## config.mk

```make
export PLATFORM = sky130hd
export DESIGN_NAME = ps2_host_tx
export DESIGN_NICKNAME = d
export VERILOG_FILES = /design/src/rtl/ps2_host_tx_pkg.sv /design/src/rtl/ps2_line_filter.sv /design/src/rtl/ps2_host_tx.sv
export SDC_FILE = /design/constraint.sdc
export NUM_CORES = 1
export LEC_CHECK = 0
export BUFFER_PORTS_ARGS = -buffer_cell sky130_fd_sc_hd__buf_2
export CAP_MARGIN = 0
export CORE_MARGIN = 2
export CORE_UTILIZATION = 60
export DETAILED_ROUTE_END_ITERATION = 7
export PLACE_DENSITY_LB_ADDON = 0.2
export RECOVER_POWER = 100
export SETUP_SLACK_MARGIN = 0.02
export SYNTH_ARGS = -nofsm -noshare
export SYNTH_HDL_FRONTEND = slang
export SYNTH_HIERARCHICAL = 1
export SYNTH_SLANG_ARGS = --single-unit
```

## constraint.sdc

```tcl
create_clock -name clk -period 2.4 [get_ports clk]
set_input_delay 0.24 -clock clk [delete_from_list [all_inputs] [get_ports clk]]
set_output_delay 0.24 -clock clk [all_outputs]
set_load 0.05 [all_outputs]
```

## src/rtl/ps2_host_tx_pkg.sv

```systemverilog
// ps2_host_tx_pkg
// Shared definitions for the PS/2 host-to-device transmitter:
//   - state_t          : transmitter FSM states
//   - *_DEF            : default cycle counts at a 16 MHz system clock
//   - TIMER_W          : width of the shared inhibit/timeout timer
//   - PS2_CMD_*        : keyboard command bytes issued by the host
package ps2_host_tx_pkg;

    typedef enum logic [2:0] {
        IDLE,
        INHIBIT,
        START,
        DATA,
        PARITY,
        STOP,
        ACK,
        LINEWAIT
    } state_t;

    localparam int INHIBIT_CYC_DEF  = 1600;    // 100 us clock-low hold
    localparam int START_TO_CYC_DEF = 240000;  // 15 ms wait for first device clock
    localparam int XFER_TO_CYC_DEF  = 32000;   // 2 ms first fall to end of ACK
    localparam int FILT_LEN_DEF     = 4;       // equal samples before filtered level moves

    localparam int TIMER_W = 18;

    localparam logic [7:0] PS2_CMD_LEDS   = 8'hED;
    localparam logic [7:0] PS2_CMD_ENABLE = 8'hF4;
    localparam logic [7:0] PS2_CMD_RESET  = 8'hFF;

endpackage

```

## src/rtl/ps2_line_filter.sv

```systemverilog
// ps2_line_filter
// Conditions one raw PS/2 pin: 2-FF synchronizer followed by a FILT_LEN-sample
// agreement filter. The filtered level only changes after the synchronized pin
// has disagreed with it for FILT_LEN consecutive cycles, so single-cycle
// glitches never reach the FSM.
// Ports:
//   clk    in  : system clock
//   reset  in  : asynchronous active-high reset (lines idle high)
//   pin    in  : raw, asynchronous pin level
//   level  out : filtered line level
//   fall   out : one-cycle strobe, high the first cycle level reads 0 after 1
module ps2_line_filter #(
    parameter int FILT_LEN = 4
) (
    input  logic clk,
    input  logic reset,
    input  logic pin,
    output logic level,
    output logic fall
);

    localparam int CNT_W = (FILT_LEN > 1) ? $clog2(FILT_LEN) : 1;

    logic             sync_a;
    logic             sync_b;
    logic [CNT_W-1:0] cnt;

    // NOTE: sequential state is updated with non-blocking assignments so every
    // flop samples the values from before the edge, regardless of statement order.
    always_ff @(posedge clk or posedge reset) begin
        if (reset) begin
            sync_a <= 1'b1;
            sync_b <= 1'b1;
            cnt    <= '0;
            level  <= 1'b1;
            fall   <= 1'b0;
        end else begin
            sync_a <= pin;
            sync_b <= sync_a;
            fall   <= 1'b0;
            if (sync_b == level) begin
                cnt <= '0;
            end else if (cnt == CNT_W'(FILT_LEN - 1)) begin
                level <= sync_b;
                cnt   <= '0;
                fall  <= ~sync_b;
            end else begin
                cnt <= cnt + 1'b1;
            end
        end
    end

endmodule

```

## src/rtl/ps2_host_tx.sv

```systemverilog
// ps2_host_tx
// Host-to-device PS/2 transmitter. Inhibits the bus, requests to send, then
// shifts out 8 data bits LSB first, odd parity and stop on the device's clock
// falls, and waits for the ACK and idle bus. Lines are driven only through
// active-low output enables (1 = pull low).
// Optional build macro:
//   PS2TX_ACK_CHECK_EN : a high data line at the ACK fall ends the frame in
//                        tx_error instead of tx_done.
// Ports:
//   clk        in  : 16 MHz system clock
//   reset      in  : asynchronous active-high reset
//   tx_data    in  : command byte, captured on tx_valid && tx_ready
//   tx_valid   in  : request to send
//   tx_ready   out : high in IDLE only
//   tx_done    out : one-cycle pulse, frame acknowledged
//   tx_error   out : one-cycle pulse, timeout or missing ACK
//   rx_inhibit out : high while the transmitter owns the bus
//   ps2clk_in  in  : raw PS/2 clock pin
//   ps2dat_in  in  : raw PS/2 data pin
//   ps2clk_oe  out : 1 pulls the clock line low
//   ps2dat_oe  out : 1 pulls the data line low
module ps2_host_tx
    import ps2_host_tx_pkg::*;
#(
    parameter int INHIBIT_CYC  = INHIBIT_CYC_DEF,
    parameter int START_TO_CYC = START_TO_CYC_DEF,
    parameter int XFER_TO_CYC  = XFER_TO_CYC_DEF,
    parameter int FILT_LEN     = FILT_LEN_DEF
) (
    input  logic       clk,
    input  logic       reset,
    input  logic [7:0] tx_data,
    input  logic       tx_valid,
    output logic       tx_ready,
    output logic       tx_done,
    output logic       tx_error,
    output logic       rx_inhibit,
    input  logic       ps2clk_in,
    input  logic       ps2dat_in,
    output logic       ps2clk_oe,
    output logic       ps2dat_oe
);

    localparam logic [TIMER_W-1:0] INHIBIT_LIM = TIMER_W'(INHIBIT_CYC - 1);
    localparam logic [TIMER_W-1:0] START_LIM   = TIMER_W'(START_TO_CYC);
    localparam logic [TIMER_W-1:0] XFER_LIM    = TIMER_W'(XFER_TO_CYC);

    logic fclk, fclk_fall, fdat, unused_fdat_fall;

    ps2_line_filter #(.FILT_LEN(FILT_LEN)) u_clk_filt (
        .clk(clk), .reset(reset), .pin(ps2clk_in), .level(fclk), .fall(fclk_fall)
    );

    ps2_line_filter #(.FILT_LEN(FILT_LEN)) u_dat_filt (
        .clk(clk), .reset(reset), .pin(ps2dat_in), .level(fdat), .fall(unused_fdat_fall)
    );

    state_t             state_q, state_d;
    logic [TIMER_W-1:0] timer_q, timer_d;
    logic [2:0]         bitcnt_q, bitcnt_d;
    logic               last_q, last_d;     // bit 7 already on the line
    logic [7:0]         shreg_q, shreg_d;
    logic               par_q, par_d;
    logic               clk_oe_q, clk_oe_d;
    logic               dat_oe_q, dat_oe_d;
    logic               expire, done, err;
`ifdef PS2TX_ACK_CHECK_EN
    logic               ack_q, ack_d;       // filtered data at the ACK fall
`endif

    // NOTE: every signal written here gets a default first, so no path leaves
    // one unassigned and no latch is inferred.
    always_comb begin
        state_d  = state_q;
        timer_d  = (timer_q == '1) ? timer_q : timer_q + TIMER_W'(1);
        bitcnt_d = bitcnt_q;
        last_d   = last_q;
        shreg_d  = shreg_q;
        par_d    = par_q;
        clk_oe_d = clk_oe_q;
        dat_oe_d = dat_oe_q;
        done     = 1'b0;
        err      = 1'b0;
        expire   = 1'b0;
`ifdef PS2TX_ACK_CHECK_EN
        ack_d    = ack_q;
`endif

        // The timer is reloaded at the first fall and then runs untouched
        // until the frame leaves LINEWAIT.
        if (state_q == START) begin
            expire = (timer_q >= START_LIM);
        end else if (state_q inside {DATA, PARITY, STOP, ACK, LINEWAIT}) begin
            expire = (timer_q >= XFER_LIM);
        end

        if (expire) begin
            state_d  = IDLE;
            clk_oe_d = 1'b0;
            dat_oe_d = 1'b0;
            err      = 1'b1;
        end else begin
            case (state_q)
                IDLE: begin
                    clk_oe_d = 1'b0;
                    dat_oe_d = 1'b0;
                    if (tx_valid) begin
                        state_d  = INHIBIT;
                        shreg_d  = tx_data;
                        par_d    = ~^tx_data;
                        timer_d  = '0;
                        clk_oe_d = 1'b1;
                    end
                end
                // Device clock falls here are our own pull-down or contention;
                // both are ignored while the clock stays forced low.
                INHIBIT: begin
                    if (timer_q >= INHIBIT_LIM) begin
                        state_d  = START;
                        timer_d  = '0;
                        clk_oe_d = 1'b0;
                        dat_oe_d = 1'b1;
                    end
                end
                START: begin
                    if (fclk_fall) begin
                        state_d  = DATA;
                        dat_oe_d = ~shreg_q[0];
                        bitcnt_d = 3'd1;
                        last_d   = 1'b0;
                        timer_d  = '0;
                    end
                end
                DATA: begin
                    if (fclk_fall) begin
                        if (last_q) begin
                            state_d  = PARITY;
                            dat_oe_d = ~par_q;
                        end else begin
                            shreg_d  = {1'b0, shreg_q[7:1]};
                            dat_oe_d = ~shreg_q[1];
                            if (bitcnt_q == 3'd7) begin
                                last_d = 1'b1;
                            end else begin
                                bitcnt_d = bitcnt_q + 3'd1;
                            end
                        end
                    end
                end
                PARITY: begin
                    if (fclk_fall) begin
                        state_d  = STOP;
                        dat_oe_d = 1'b0;
                    end
                end
                STOP: begin
                    if (fclk_fall) begin
                        state_d = ACK;
`ifdef PS2TX_ACK_CHECK_EN
                        ack_d   = fdat;
`endif
                    end
                end
                ACK: begin
                    if (fclk) begin
                        state_d = LINEWAIT;
                    end
                end
                LINEWAIT: begin
                    if (fclk && fdat) begin
                        state_d = IDLE;
`ifdef PS2TX_ACK_CHECK_EN
                        err     = ack_q;
                        done    = ~ack_q;
`else
                        done    = 1'b1;
`endif
                    end
                end
                default: state_d = IDLE;
            endcase
        end
    end

    // Async clear of the OE flops releases both lines as soon as reset rises.
    always_ff @(posedge clk or posedge reset) begin
        if (reset) begin
            state_q  <= IDLE;
            timer_q  <= '0;
            bitcnt_q <= '0;
            last_q   <= 1'b0;
            shreg_q  <= '0;
            par_q    <= 1'b0;
            clk_oe_q <= 1'b0;
            dat_oe_q <= 1'b0;
        end else begin
            state_q  <= state_d;
            timer_q  <= timer_d;
            bitcnt_q <= bitcnt_d;
            last_q   <= last_d;
            shreg_q  <= shreg_d;
            par_q    <= par_d;
            clk_oe_q <= clk_oe_d;
            dat_oe_q <= dat_oe_d;
        end
    end

`ifdef PS2TX_ACK_CHECK_EN
    always_ff @(posedge clk or posedge reset) begin
        if (reset) begin
            ack_q <= 1'b0;
        end else begin
            ack_q <= ack_d;
        end
    end
`endif

    // Gating with expire drops both lines in the same cycle tx_error pulses.
    assign ps2clk_oe  = clk_oe_q & ~expire;
    assign ps2dat_oe  = dat_oe_q & ~expire;
    assign tx_ready   = (state_q == IDLE);
    assign rx_inhibit = (state_q != IDLE);
    assign tx_done    = done;
    assign tx_error   = err;

endmodule

```

==> flow_summary.yaml, run 1 <==
sta:
  fin_setup_tns_ps: 0
  skew_ps: 4.39
  period_share_pct: 93.8
  hold_violations: 0
  setup_violations: 0
  whs_ps: 40.8
  slew_headroom_pct: 37.1
  grt_setup_unrepaired: "false"
  fin_ws_ps: 149
  slew_violations: 0
  max_slew.worst_pin.slew_ps: 942
  fmax_mhz: 444
  finalCriticalPeriod_ps: 2250
clock_tree:
  cts_tree: "done"
  cts.sinks: 47
  insertion_delay_ps: 290
  clock-root-buffer: "clkbuf_8"
  clkTransAtPathRegs_ps: 80
  cts-buffers-inserted: 5
  postCtsSetupBuffers: 0
  h-tree-depth: 2
  clockBufferDepth: 2
worst_setup_path:
  arrival_ps: 2010
  slowest_stage: "dfrtp_1"
  crit_chain: "a211o_1 > a211oi_2 > o22a_2 > inv_2 > nor3_2 > clkbuf_4"
  critPathMaxStageDelay_ps: 440
  cp-start-kind: "register"
  rrSetupSlack_ps: 280
  critical_path_class: "reg2out"
  endpoint_kind: "output pin"
  worstPathRequired_ps: 2160
  worstPathMaxFanout: 7
logic_synthesis:
  syn-mean-instance-area_sq_um: 9.88
  syn_inst: 259
  synth_fp_nets: 278
  yosys_warnings: 6
  mappedNetlistArea_sq_um: 2560
layout:
  finish.utilization_pct: 68.5
  layout_commonest_cell: "dfrtp_1"
  syn2layout_area_growth_pct: 8.61
  fin_cells: 327
  nNetsFinal: 295
  fillers: 301
  drive_gt1_share_pct: 15.2
  antenna_cells: 0
  layout_common_cells: "41 x dfrtp_1, 19 x nand2_1, 19 x nor2_1"
detailed_routing:
  ant_nets: 0
  vias: 1957
  routed_wirelength_mm: 4.93
  dr.pass1.iters: 4
  drt_iter0_drc: 180
  avgRoutedWirePerCell_um: 15.1
  via_per_inst: 5.98
  drc_errors: 0
worst_hold_path:
  hold_path_class: "in2reg"
die:
  io-pin-count: 19
  core-area_sq_um: 4060
  initial_utilization_pct: 63.1
  die_y_um: 69.3
  dieArea_sq_um: 4800
  dieWidth_um: 69.3
  rows: 23
job:
  maxCapViolCount: 0
power:
  ir_worst_vdd_mv: 0.669
  p_leak_nw: 1.26
  p_per_area_nw_per_um2: 917
global_route:
  grt_pass1_wl_mm: 8.68
  grt_max_degree: 37
  grt_pass1_vias: 1935
  antenna_found_initial: 0
  gr-total-overflow: 0
  grt_usage_pct: 22.2
run_status:
  status: "finished clean"
placement:
  io_buffer_count: 18
  place_congestion: 0.880
  hpwl_mm: 3.50
  dp_slack_ps: 382
  dp_cells: 318
==> critical path: cells and delay by family, from the launching register on <==
kind,cells,cell delay [ps]
and+or+nand+nor,1,160
buffers and inverters,2,330
DFF,1,440
AOI/OAI and AO/OA,3,790
==> sequential cells by signal, summed over array words and instances, names as in the netlist <==
signal             flops
u_clk_filt/level       1
u_dat_filt/level       1
u_clk_filt/sync_a      1
u_clk_filt/fall        1
par_q                  1
dat_oe_q               1
bitcnt_q               3
shreg_q                8
u_dat_filt/cnt         2
last_q                 1
timer_q               18
u_clk_filt/cnt         2
state_q                3
u_dat_filt/sync_a      1
u_clk_filt/sync_b      1
clk_oe_q               1
u_dat_filt/sync_b      1
==> per-stage QoR <==
stage,area (sq um),total power (W)
2_1_floorplan,2570,0.00187
3_3_place_gp,2680,0.00205
4_1_cts,2790,0.00260
3_5_place_dp,2680,0.00208
5_1_grt,2780,0.00273
6_report,2780,0.00255
==> worst paths after layout <==
kind / start / endpoint / depth (start not counted)
max reg2reg: timer_q[1]$_DFF_PP0_ / timer_q[7]$_DFF_PP0_ / 5
max in group asynchronous: reset / shreg_q[7]$_DFFE_PP0P_ / 4
min: ps2dat_in / u_dat_filt/sync_a$_DFF_PP1_ / 1
min in group asynchronous: reset / u_dat_filt/cnt[1]$_DFF_PP0_ / 3
min reg2reg: u_dat_filt/sync_a$_DFF_PP1_ / u_dat_filt/sync_b$_DFF_PP1_ / 0
max: timer_q[8]$_DFF_PP0_ / tx_done / 6
==> routing by layer <==
metal | share of wire, % | wire [um] | global-route usage [%]
met4 | 1.9 | 94 | 10.2
met2 | 49 | 2400 | 34.7
met5 | 0 | 0 | 0
met1 | 46 | 2260 | 30.3
met3 | 3.6 | 179 | 3.92
==> power by group <==
part,switching (W),internal (W)
sequential,0.000162,0.000992
clock,0.000240,0.000263
combinational,0.000571,0.000321
total,0.000973,0.00158
==> layout make-up <==
| class | instances | area [sq um] | area share, % |
|---|---|---|---|
| Clock buffer | 8 | 100 | 3.60 |
| Timing Repair Buffer | 21 | 111 | 4.01 |
| Tap cell | 50 | 62.6 | 2.25 |
| Inverter | 13 | 48.8 | 1.76 |
| Multi-Input combinational cell | 188 | 1270 | 45.8 |
| Sequential cell | 47 | 1180 | 42.6 |
==> what timing repair did <==
action,in CTS,in global routing
hold endpoints to repair,5,0
hold buffers,1,0
resized for setup,0,4
setup endpoints to repair,0,1
Power figures use the tool's default switching activity.
==> run 2, diff against run 1 <==
Settings changed: BUFFER_PORTS_ARGS -buffer_cell sky130_fd_sc_hd__buf_2 to not set, CORE_UTILIZATION 60 to 63, DONT_BUFFER_PORTS set to 1.
==> run 2 against run 1 <==
Compared with the run above: critical path depth did not move; first-iteration DRC count rose by 36%; register-to-register slack lost 70 ps; count of clock-buffer cells in the layout fell by 2; power is 3.8% higher; via count is 0.72% lower; sequential share of layout area is 0.34 points lower; cell count shrank 1.8%; die area shrank 4.5%; flip-flop and latch count is the same; sequential power down 3%; combinational power up 5.0%; largest cell class unchanged; largest power group unchanged.
==> flow_summary.yaml, run 2 (synthesis results as in run 1) <==
run_status:
  status: "finished clean"
worst_hold_path:
  hold_depth: 2
  min_to: "shreg_q[7]$_DFFE_PP0P_"
  hold_path_class: "in2reg"
  min_from: "tx_data[7]"
worst_setup_path:
  r2r-start: "timer_q[1]$_DFF_PP0_"
  worstPathRequired_ps: 2160
  path_buf_inv: 2
  cp-startpoint: "timer_q[8]$_DFF_PP0_"
  worstPathMaxFanout: 7
  slowest_stage: "dfrtp_1"
  r2r-end: "timer_q[8]$_DFF_PP0_"
  cp-start-kind: "register"
  critPathMaxStageDelay_ps: 430
  crit_chain: "a211o_1 > a211oi_2 > o22a_2 > inv_4 > nor3_2 > clkbuf_4"
  cpLargestDelayFamily: "compound AO/OA/AOI/OAI gates"
  rrSetupSlack_ps: 210
  arrival_ps: 2040
  endpoint_kind: "output pin"
  critical_path_class: "reg2out"
  reg2reg_depth: 5
sta:
  fin_setup_tns_ps: 0
  slew_violations: 0
  skew_ps: 11.1
  period_share_pct: 95.0
  whs_ps: 72.7
  slew_headroom_pct: 56.4
  max_slew.worst_pin.slew_ps: 637
  grt_setup_unrepaired: "false"
  hold_violations: 0
  finalCriticalPeriod_ps: 2280
  fin_ws_ps: 119
  setup_violations: 0
  fmax_mhz: 438
die:
  io-pin-count: 19
  dieArea_sq_um: 4590
  initial_utilization_pct: 64.9
  rows: 23
  core-area_sq_um: 3940
  dieWidth_um: 67.7
  die_y_um: 67.7
detailed_routing:
  drt_iter0_drc: 244
  via_per_inst: 6.05
  vias: 1943
  avgRoutedWirePerCell_um: 15.9
  drc_errors: 0
  ant_nets: 0
  dr.pass1.iters: 4
  routed_wirelength_mm: 5.09
layout:
  largest_register_ffs: 18
  nNetsFinal: 289
  layout_common_cells: "41 x dfrtp_1, 19 x nand2_1, 19 x nor2_1"
  seqCellArea_sq_um: 1180
  top_regs: "timer_q (18), shreg_q (8)"
  antenna_cells: 0
  fin_cells: 321
  syn2layout_area_growth_pct: 9.49
  top_register: "timer_q"
  layout_commonest_cell: "dfrtp_1"
  fillers: 283
  multi_input_area_sq_um: 1280
  drive_gt1_share_pct: 12.9
placement:
  place_congestion: 0.873
  hpwl_mm: 3.53
  io_buffer_count: 0
  dp_slack_ps: 340
  dp_cells: 309
global_route:
  grt_usage_pct: 24.7
  grt_pass1_wl_mm: 8.41
  grt_max_degree: 19
  antenna_found_initial: 0
  gr-total-overflow: 0
  grt_pass1_vias: 1779
clock_tree:
  clock-root-buffer: "clkbuf_8"
  cts.sinks: 47
  h-tree-depth: 2
  cts_tree: "done"
  clkTransAtPathRegs_ps: 90
  clockBufferDepth: 2
  cts-buffers-inserted: 5
  insertion_delay_ps: 300
power:
  p_per_area_nw_per_um2: 945
  ir_worst_vdd_mv: 0.695
  p_leak_nw: 1.25
job:
  maxCapViolCount: 0
## run 2: cell count changes in the layout (fill, tap and decap cells not counted), sizes merged
cell,before,now
clkbuf,16,11
clkinv,0,1
dlygate4sd3,1,3
buf,12,7
bufinv,0,1
## run 2: timing repair
action                                  in CTS  in global routing
resized for setup                            1                  2
pin swaps                                    0                  1
hold endpoints to repair                    27                  0
endpoints found under the setup margin       1                  2
setup buffers                                0                  1
hold buffers                                 3                  0
## run 2: worst max-delay path by stage
stage                     endpoint  slack (ps)  cells past startpoint
after floorplan            tx_done         120                      6
after global placement     tx_done         360                      6
after detailed placement   tx_done         340                      6
after CTS                  tx_done          30                      6
after global routing       tx_done          30                      6
final                      tx_done         120                      6
## run 2: worst reg2reg max path, cell delays in order, from the launching register on
cell and delay [ps]:
dfrtp_1 430, ha_1 300, a2111oi_0 620, o2111a_2 340
nor2_4 120, a311oi_1 270
## run 2: metal layers
metal / GRT usage (%) / vias to the layer above / share of wire [%]
met4: 6.12 / 0 / 1.1
met5: 0 / - / 0
met2: 39.8 / 52 / 47
met3: 5.83 / 6 / 4.8
met1: 33.5 / 930 / 47
li1: - / 955 / -
## run 2: metrics by stage
step | power [W] | utilization [%] | area, sq um
after global routing | 0.00282 | 71.1 | 2800
after floorplan | 0.00187 | - | 2570
after detailed placement | 0.00209 | 67.5 | 2660
after global placement | 0.00207 | 67.5 | 2660
after CTS | 0.00270 | 71.3 | 2810
final | 0.00265 | 71.1 | 2800
## run 2: area by class of cell
class / count / area share, %
multi-input combinational: 188 / 45.8
sequential: 47 / 42.3
inverter: 13 / 1.83
clock buffer: 6 / 2.95
clock inverter: 2 / 1.25
tap: 50 / 2.23
timing repair buffer: 15 / 3.71
## run 2: report_power, final
| part | internal [W] | switching [W] |
|---|---|---|
| clock network | 0.000337 | 0.000261 |
| logic | 0.000347 | 0.000591 |
| registers | 0.000986 | 0.000124 |
